===== src/rtl/writeback_stage_if.sv =====
// writeback_stage_if: execute -> writeback retire handshake.
//   ex_valid     execute presents an instruction
//   ex_ready     writeback stage can accept this cycle
//   ex_dest      destination register index
//   ex_result    ALU result
//   ex_is_load   instruction is a load (data comes from memory)
//   ex_reg_write instruction writes a register
// Modports: master = execute side, slave = writeback side.
interface writeback_stage_if #(
    parameter int unsigned DATA_W     = 32,
    parameter int unsigned REG_ADDR_W = 4
);
    logic                  ex_valid;
    logic                  ex_ready;
    logic [REG_ADDR_W-1:0] ex_dest;
    logic [DATA_W-1:0]     ex_result;
    logic                  ex_is_load;
    logic                  ex_reg_write;

    modport master (
        output ex_valid, ex_dest, ex_result, ex_is_load, ex_reg_write,
        input  ex_ready
    );

    modport slave (
        input  ex_valid, ex_dest, ex_result, ex_is_load, ex_reg_write,
        output ex_ready
    );
endinterface


===== src/rtl/writeback_stage.sv =====
// writeback_stage: final pipeline stage feeding the 16x32 register bank.
// Retires one instruction per cycle from execute, selecting the ALU result or
// returned load data, and issues exactly one single-cycle register write per
// committing instruction. Loads wait at most LOAD_TIMEOUT cycles for data.
// Ports:
//   clk, reset_n          clock, synchronous active-low reset
//   ex                    execute handshake (writeback_stage_if.slave)
//   mem_rdata_valid/rdata load data return
//   err_clr               clears load_timeout_err
//   destination           register bank write index
//   ldr_mux_in            register bank write data
//   reg_write             register bank write enable (one cycle per commit)
//   busy                  high while waiting for load data
//   load_timeout_err      sticky: a load was abandoned
// Optional: define WB_BYPASS_EN to add byp_valid/byp_dest/byp_data, which
// mirror the write in progress for operand forwarding.
module writeback_stage #(
    parameter int unsigned DATA_W       = 32,
    parameter int unsigned REG_ADDR_W   = 4,
    parameter int unsigned LOAD_TIMEOUT = 15
) (
    input  logic                  clk,
    input  logic                  reset_n,
    writeback_stage_if.slave      ex,
    input  logic                  mem_rdata_valid,
    input  logic [DATA_W-1:0]     mem_rdata,
    input  logic                  err_clr,
    output logic [REG_ADDR_W-1:0] destination,
    output logic [DATA_W-1:0]     ldr_mux_in,
    output logic                  reg_write,
    output logic                  busy,
    output logic                  load_timeout_err
`ifdef WB_BYPASS_EN
    ,
    output logic                  byp_valid,
    output logic [REG_ADDR_W-1:0] byp_dest,
    output logic [DATA_W-1:0]     byp_data
`endif
);

    localparam int unsigned CNT_W = $clog2(LOAD_TIMEOUT + 1);

    typedef enum logic [1:0] {
        StIdle     = 2'd0,
        StWaitLoad = 2'd1,
        StCommit   = 2'd2
    } state_e;

    state_e                state_q, state_d;
    logic [CNT_W-1:0]      cnt_q, cnt_d;
    logic [REG_ADDR_W-1:0] dest_q, dest_d;
    logic [DATA_W-1:0]     data_q, data_d;
    logic                  err_q, err_d;
    logic                  accept;

    assign ex.ex_ready = (state_q != StWaitLoad);
    assign accept      = ex.ex_valid && ex.ex_ready;

    always_comb begin
        state_d = state_q;
        cnt_d   = cnt_q;
        dest_d  = dest_q;
        data_d  = data_q;
        // A timeout below overrides the clear when both land on one edge.
        err_d   = err_q && !err_clr;
        case (state_q)
            StIdle, StCommit: begin
                state_d = StIdle;
                if (accept && ex.ex_reg_write) begin
                    dest_d = ex.ex_dest;
                    if (ex.ex_is_load) begin
                        cnt_d   = '0;
                        state_d = StWaitLoad;
                    end else begin
                        data_d  = ex.ex_result;
                        state_d = StCommit;
                    end
                end
            end
            StWaitLoad: begin
                if (mem_rdata_valid) begin
                    // Data wins even on the last allowed cycle.
                    data_d  = mem_rdata;
                    state_d = StCommit;
                end else if (cnt_q == CNT_W'(LOAD_TIMEOUT - 1)) begin
                    err_d   = 1'b1;
                    state_d = StIdle;
                end else begin
                    cnt_d = cnt_q + CNT_W'(1);
                end
            end
            default: state_d = StIdle;
        endcase
    end

    always_ff @(posedge clk) begin
        if (!reset_n) begin
            state_q <= StIdle;
            cnt_q   <= '0;
            dest_q  <= '0;
            data_q  <= '0;
            err_q   <= 1'b0;
        end else begin
            state_q <= state_d;
            cnt_q   <= cnt_d;
            dest_q  <= dest_d;
            data_q  <= data_d;
            err_q   <= err_d;
        end
    end

    // Outputs come straight from flops so the bank never sees a glitch.
    assign destination      = dest_q;
    assign ldr_mux_in       = data_q;
    assign reg_write        = (state_q == StCommit);
    assign busy             = (state_q == StWaitLoad);
    assign load_timeout_err = err_q;

`ifdef WB_BYPASS_EN
    assign byp_valid = reg_write;
    assign byp_dest  = dest_q;
    assign byp_data  = data_q;
`endif

endmodule


===== src/flat_wrapper.sv =====
// flat-port wrapper written by rule: the top's interface ports become plain ports
module writeback_stage_flat 
#(
    parameter int unsigned DATA_W       = 32,
    parameter int unsigned REG_ADDR_W   = 4,
    parameter int unsigned LOAD_TIMEOUT = 15
)
  (clk, reset_n, mem_rdata_valid, mem_rdata, err_clr, destination, ldr_mux_in, reg_write, busy, load_timeout_err, ex_ex_valid, ex_ex_dest, ex_ex_result, ex_ex_is_load, ex_ex_reg_write, ex_ex_ready);
  writeback_stage_if #(.DATA_W(DATA_W), .REG_ADDR_W(REG_ADDR_W)) ex_i ();
  input  logic clk;
  input  logic reset_n;
  input  logic mem_rdata_valid;
  input  logic [DATA_W-1:0] mem_rdata;
  input  logic err_clr;
  output logic [REG_ADDR_W-1:0] destination;
  output logic [DATA_W-1:0] ldr_mux_in;
  output logic reg_write;
  output logic busy;
  output logic load_timeout_err;
  input wire logic [$bits(ex_i.ex_valid)-1:0] ex_ex_valid;
  input wire logic [$bits(ex_i.ex_dest)-1:0] ex_ex_dest;
  input wire logic [$bits(ex_i.ex_result)-1:0] ex_ex_result;
  input wire logic [$bits(ex_i.ex_is_load)-1:0] ex_ex_is_load;
  input wire logic [$bits(ex_i.ex_reg_write)-1:0] ex_ex_reg_write;
  output wire logic [$bits(ex_i.ex_ready)-1:0] ex_ex_ready;
  assign ex_i.ex_valid = ex_ex_valid;
  assign ex_i.ex_dest = ex_ex_dest;
  assign ex_i.ex_result = ex_ex_result;
  assign ex_i.ex_is_load = ex_ex_is_load;
  assign ex_i.ex_reg_write = ex_ex_reg_write;
  assign ex_ex_ready = ex_i.ex_ready;
  writeback_stage #(.DATA_W(DATA_W), .REG_ADDR_W(REG_ADDR_W), .LOAD_TIMEOUT(LOAD_TIMEOUT)) u_core (.clk(clk), .reset_n(reset_n), .ex(ex_i), .mem_rdata_valid(mem_rdata_valid), .mem_rdata(mem_rdata), .err_clr(err_clr), .destination(destination), .ldr_mux_in(ldr_mux_in), .reg_write(reg_write), .busy(busy), .load_timeout_err(load_timeout_err));
endmodule

===== config.mk =====
export PLATFORM = sky130hd
export DESIGN_NAME = writeback_stage_flat
export DESIGN_NICKNAME = d
export VERILOG_FILES = /design/src/rtl/writeback_stage_if.sv /design/src/rtl/writeback_stage.sv /design/src/flat_wrapper.sv
export SDC_FILE = /design/constraint.sdc
export NUM_CORES = 1
export LEC_CHECK = 0
export CAP_MARGIN = 20
export CELL_PAD_IN_SITES_DETAIL_PLACEMENT = 0
export CELL_PAD_IN_SITES_GLOBAL_PLACEMENT = 1
export CORE_MARGIN = 2
export CORE_UTILIZATION = 26
export DETAILED_ROUTE_END_ITERATION = 10
export PLACE_DENSITY = 0.9
export SKIP_CTS_REPAIR_TIMING = 1
export SYNTH_ARGS = -nofsm -noshare
export SYNTH_HDL_FRONTEND = slang
export SYNTH_SLANG_ARGS = --single-unit

===== constraint.sdc =====
create_clock -name clk -period 1.7 [get_ports clk]
set_input_delay 0.255 -clock clk [delete_from_list [all_inputs] [get_ports clk]]
set_output_delay 0.255 -clock clk [all_outputs]
set_load 0.01 [all_outputs]

== Word level (Yosys, flattened, before mapping) ==
Cells that the tools add are included.

* Register bits: 43

* $add $sub $neg: 1
* Equal/unequal tests: 11
* Multiplexer cells: 17
* Reductions and logical operators: 10

{| class="wikitable"
|+ Operators by type and width
! cell !! number
|-
| 32-bit two-way mux || 3
|-
| 32-bit case mux with 2 select lines || 1
|-
| 4-bit two-way mux || 4
|-
| 2-bit inequality test (second input constant) || 5
|-
| 2-bit two-way mux || 4
|-
| 4-bit case mux with 2 select lines || 1
|-
| 5-bit AND reduction || 1
|-
| 4-bit by 1-bit adder with 4-bit output (second input constant) || 1
|-
| 4-bit == test (second input constant) || 1
|-
| 2-bit by 1-bit inequality test with 1-bit output (second input constant) || 2
|-
| 2-bit case mux with 2 select lines || 1
|-
| 4-bit AND reduction || 1
|-
| 1-bit logical AND || 3
|-
| 1-bit two-way mux || 3
|-
| 3-bit by 2-bit inequality test with 1-bit output (second input constant) || 1
|-
| 2-bit by 1-bit == test with 1-bit output (second input constant) || 1
|-
| 2-bit == test (second input constant) || 1
|-
| 2-bit zero test || 1
|-
| 2-bit AND reduction || 1
|-
| 2-bit nonzero test || 1
|-
| 2-bit OR reduction || 1
|-
| 1-bit zero test || 1
|}

== Depth between registers and ports, before layout ==
* Depth after elaboration: 5
* Gate-level depth with buffers: 6
* Gate-level depth less buffers: 5

== Worst setup path before layout ==
Ideal clock, no wire load.

* Path type: register -> register
* Start point: register u_core.state_q[0]
* End point: register u_core.data_q[19], in the netlist u_core.ldr_mux_in[19]
* Library setup time: 0.133 ns
* Arrival time: 1.210 ns
* Required time: 1.567 ns
* Path slack: 0.357 ns
* Cell stages (with the launch flop): 7
* Buffers on the path: 2
* Period minus slack after synthesis: 1.343 ns
* Cells stage by stage: dfxtp_1 nor2b_1 buf_2 inv_2 o22ai_2 buf_4 a311oi_1

* Longest elaborated chain between the ends: 5
* Elaborated cells between the ends (all ways): 13
* Classes of those cells: eq/ne (6); mux (1); reduce/logical (6)

{| class="wikitable"
|+ Ends and longest elaborated chain
! item !! RTL line !! source
|-
| start, declared || writeback_stage.sv:49 || <nowiki>state_e state_q, state_d;</nowiki>
|-
| start signal, assigned || writeback_stage.sv:98 || <nowiki>state_q <= StIdle;</nowiki>
|-
| start signal, assigned || writeback_stage.sv:104 || <nowiki>state_q <= state_d;</nowiki>
|-
| 2-bit by 1-bit inequality test with 1-bit output || writeback_stage.sv:56 || <nowiki>assign ex.ex_ready = (state_q != StWaitLoad);</nowiki>
|-
| 1-bit logical AND || writeback_stage.sv:57 || <nowiki>assign accept = ex.ex_valid && ex.ex_ready;</nowiki>
|-
| 1-bit logical AND || writeback_stage.sv:69 || <nowiki>if (accept && ex.ex_reg_write) begin</nowiki>
|-
| 2-bit by 1-bit inequality test with 1-bit output (no line) || n/a ||
|-
| 4-bit AND reduction (no line) || n/a ||
|-
| end signal, assigned || writeback_stage.sv:107 || <nowiki>data_q <= data_d;</nowiki>
|-
| end, declared || writeback_stage.sv:52 || <nowiki>logic [DATA_W-1:0] data_q, data_d;</nowiki>
|}

Several ways; a longest one is shown, not always the timed one.
A chain may end at the register's enable or synchronous reset.

== Worst setup path after layout ==
* Start point: register u_core.state_q[0]
* End point: output reg_write

* Longest elaborated chain between the ends: 1

{| class="wikitable"
|+ Ends and longest elaborated chain
! item !! RTL line !! source
|-
| 2-bit == test || writeback_stage.sv:115 || <nowiki>assign reg_write = (state_q == StCommit);</nowiki>
|-
| end, declared || flat_wrapper.sv:17 || <nowiki>output logic reg_write;</nowiki>
|}

Every way passes these cells.

==> results.sh <==
export IMPL_insertion_delay_ns=0.29
export IMPL_fraction_of_layout_cells_with_a_size_suffix_above_1_pct=7.910
export IMPL_netlist_instances=239
export IMPL_critical_path_arrival_ns=1.37
export IMPL_postSynth_asyncResetShare_pct=0
export IMPL_drt_drc_violations_left=0
export IMPL_dieHeight_microns=90.81
export IMPL_die_area_sq_um=8246
export IMPL_antenna_violations_before_repair=0
export IMPL_layoutNonFillerInstCount=453
export IMPL_yosysWarningCount=0
export IMPL_core_area_sq_um=7292
export IMPL_holdCritPathClass="reg2reg"
export IMPL_synth_top_cell_area_share_pct=43.93
export IMPL_io_pins=115
export IMPL_route_detailed_wl_per_inst_microns=14.29
export IMPL_hold_path_startpoint="u_core.load_timeout_err"
export IMPL_max_freq_mhz=617.2
export IMPL_gp_weighted_congestion=0.8568
export IMPL_synth_top_cells_by_count="sky130_fd_sc_hd__nand2_1 (69), sky130_fd_sc_hd__dfxtp_1 (43), sky130_fd_sc_hd__a311oi_1 (32), sky130_fd_sc_hd__nor3_1 (32), sky130_fd_sc_hd__buf_2 (13)"
export IMPL_tightestPinTransition_ns=0.2497
export IMPL_reg2reg_setup_slack_ns=0.25
export IMPL_drtPass1Iterations=4
export IMPL_r2r_start="u_core.cnt_q[0]"
export IMPL_share_of_the_yosys_chip_area_belonging_to_registers_pct=43.93
export IMPL_cell_area_after_synthesis_sq_um=1959
export IMPL_synth_lib_cells_used_distinct=33
export IMPL_synth_most_common_cell="sky130_fd_sc_hd__nand2_1"
export IMPL_nFillCells=735
export IMPL_clk_path_buf_depth=2
export IMPL_worst_path_max_fanout=8
export IMPL_r2r_end="u_core.cnt_q[1]"
export IMPL_grt_ovfl_total=0
export IMPL_setup_viol=0
export IMPL_postRouteAntennaNets=0
export IMPL_overall_die_width_microns=90.81
export IMPL_drtIter0Drc=92
export IMPL_end_kind="output port"
export IMPL_hold_path_cell_count=2
export IMPL_whs_endpoint="u_core.load_timeout_err"
export IMPL_placementRows=31
export IMPL_power_leakage_uw=0.001265
export IMPL_worst_ir_drop_vdd_v=0.0002944
export IMPL_fin_crit_sh_pct=95.31
export IMPL_postRouteWirelength_mm=6.474
export IMPL_status="completed"
export IMPL_root_buffer="sky130_fd_sc_hd__clkbuf_8"
export IMPL_worstPathRequired_ns=1.44
export IMPL_h_tree_levels=2
export IMPL_first_global_vias=2194
export IMPL_first_pass_grt_wire_length_mm=10.51
export IMPL_power_density_nw_per_um2=701.8
export IMPL_detailroute_via_count=2206
export IMPL_cts_tree="done"
export IMPL_synth_main_ff_cell="sky130_fd_sc_hd__dfxtp_1"
export IMPL_synth_enable_flop_cells=0
export IMPL_grt_setup_unrepaired="false"
export IMPL_setup_tns_final_ns=0
export IMPL_slew_headroom_pct=83.24
export IMPL_skew_ns=0.002373
export IMPL_synth_seq_cells=43
export IMPL_timing_critical_path_from_type="register"
export IMPL_yosysTopAreaCell="sky130_fd_sc_hd__dfxtp_1"
export IMPL_routed_via_density=4.870
export IMPL_largest_net_degree_at_the_start_of_global_routing=33
export IMPL_detailed_place_hpwl_mm=4.731
export IMPL_synthToLayoutAreaGrowth_pct=71.33
export IMPL_finalHoldViolations=0
export IMPL_clk_pin_slew_ns=0.08
export IMPL_synthesis_area_per_instance_sq_um=8.198
export IMPL_placed_cells=444
export IMPL_cts_inserted_buffers=5
export IMPL_place_port_buffers=114
export IMPL_synth_top_cells_by_area="sky130_fd_sc_hd__dfxtp_1 (44%), sky130_fd_sc_hd__a311oi_1 (14%), sky130_fd_sc_hd__nand2_1 (13%)"
export IMPL_syn_num_nets=316
export IMPL_timing_final_crit_period_ns=1.620
export IMPL_rr_worst_depth=5
export IMPL_antenna_cells=0
export IMPL_maxCapViolCount=0
export IMPL_cts_num_sinks=43
export IMPL_floorplan_initialDensity_pct=26.87
export IMPL_timing_worst_setup_path_type="reg2out"
export IMPL_drv_slew=0
export IMPL_design_final_nets=430
export IMPL_globalRouteTotalUtil_pct=15.58
metal layers:
metal  part of all wire, %  wire (microns)  track usage (%)  up-vias
li1                      -               -                -     1090
met1                    45            2881            18.65     1028
met2                    47            3023            26.18       83
met3                   8.1             525            5.676        5
met4                  0.66              43            4.545        0
met5                     0               0                0        -
placed cells by master, fill, tap and decap left out, drive strengths merged, types with 2 or more instances in the layout:
cell type and count:
nand3b 2, a311oi 32, ha 2, o22ai 2
clkdlybuf4s50 112, clkbuf 8, dfxtp 43, and3 2
inv 5, nand2 69, mux2i 4, buf 15
nor2 5, nand3 2, o21ai 2, nor3 32
dlymetal6s2s 2
logic make-up after synthesis:
group / synth area share, %
simple gates: 28.03
flops: 43.93
compound gates: 18.14
buf+inv: 6.577
mux: 2.044
fa+ha+maj: 1.277
worst max-delay path, cell delays in order, from the launching register on:
cell and delay, ns:
sky130_fd_sc_hd__dfxtp_4 0.37, sky130_fd_sc_hd__and2b_1 0.18, sky130_fd_sc_hd__clkdlybuf4s50_1 0.52
per-stage QoR:
stage               cell area (sq um)  hold slack [ns]  total power (uW)  util [%]  worst slack, ns
floorplan                        1959           0.3946              1327         -           0.3570
global placement                 3234           0.4688              1667     44.35          0.02543
detailed placement               3234           0.4824              1674     44.35         -0.05927
CTS                              3334           0.5006              2392     45.73          -0.2410
global route                     3357           0.5294              2489     46.04         0.009534
finish                           3357           0.4932              2356     46.04          0.07970
registers in the layout (all words and copies together), names as in the netlist:
name                     flops
u_core.cnt_q                 4
u_core.destination           4
u_core.ldr_mux_in           32
u_core.load_timeout_err      1
u_core.state_q               2
worst max-delay path by stage:
| stage | startpoint | end | slack (ns) | cells after the start |
|---|---|---|---|---|
| global route | u_core.state_q[0] | reg_write | 0.01 | 2 |
| global placement | mem_rdata_valid | u_core.cnt_q[3] | 0.03 | 4 |
| floorplan | u_core.state_q[0] | u_core.ldr_mux_in[19] | 0.36 | 6 |
| finish | u_core.state_q[0] | reg_write | 0.08 | 2 |
| detailed placement | ex_ex_is_load | u_core.ldr_mux_in[0] | -0.06 | 5 |
| CTS | u_core.state_q[0] | ex_ex_ready | -0.24 | 3 |
final cells by class:
| cell class | count | area [sq um] | area share [%] |
|---|---|---|---|
| flip-flops and latches | 43 | 865.8 | 25.79 |
| repair buffers | 129 | 1271 | 37.87 |
| inverters | 5 | 18.77 | 0.5591 |
| well taps | 99 | 123.9 | 3.690 |
| clock buffers | 8 | 100.1 | 2.982 |
| multi-input cells | 169 | 977.2 | 29.11 |
where the power goes:
group          internal (uW)  switching [uW]  leakage (uW)
Combinational            340             211      0.000860
Clock                    371             336     0.0000515
Sequential              1060            33.1      0.000353
Power figures use the tool's default switching activity.
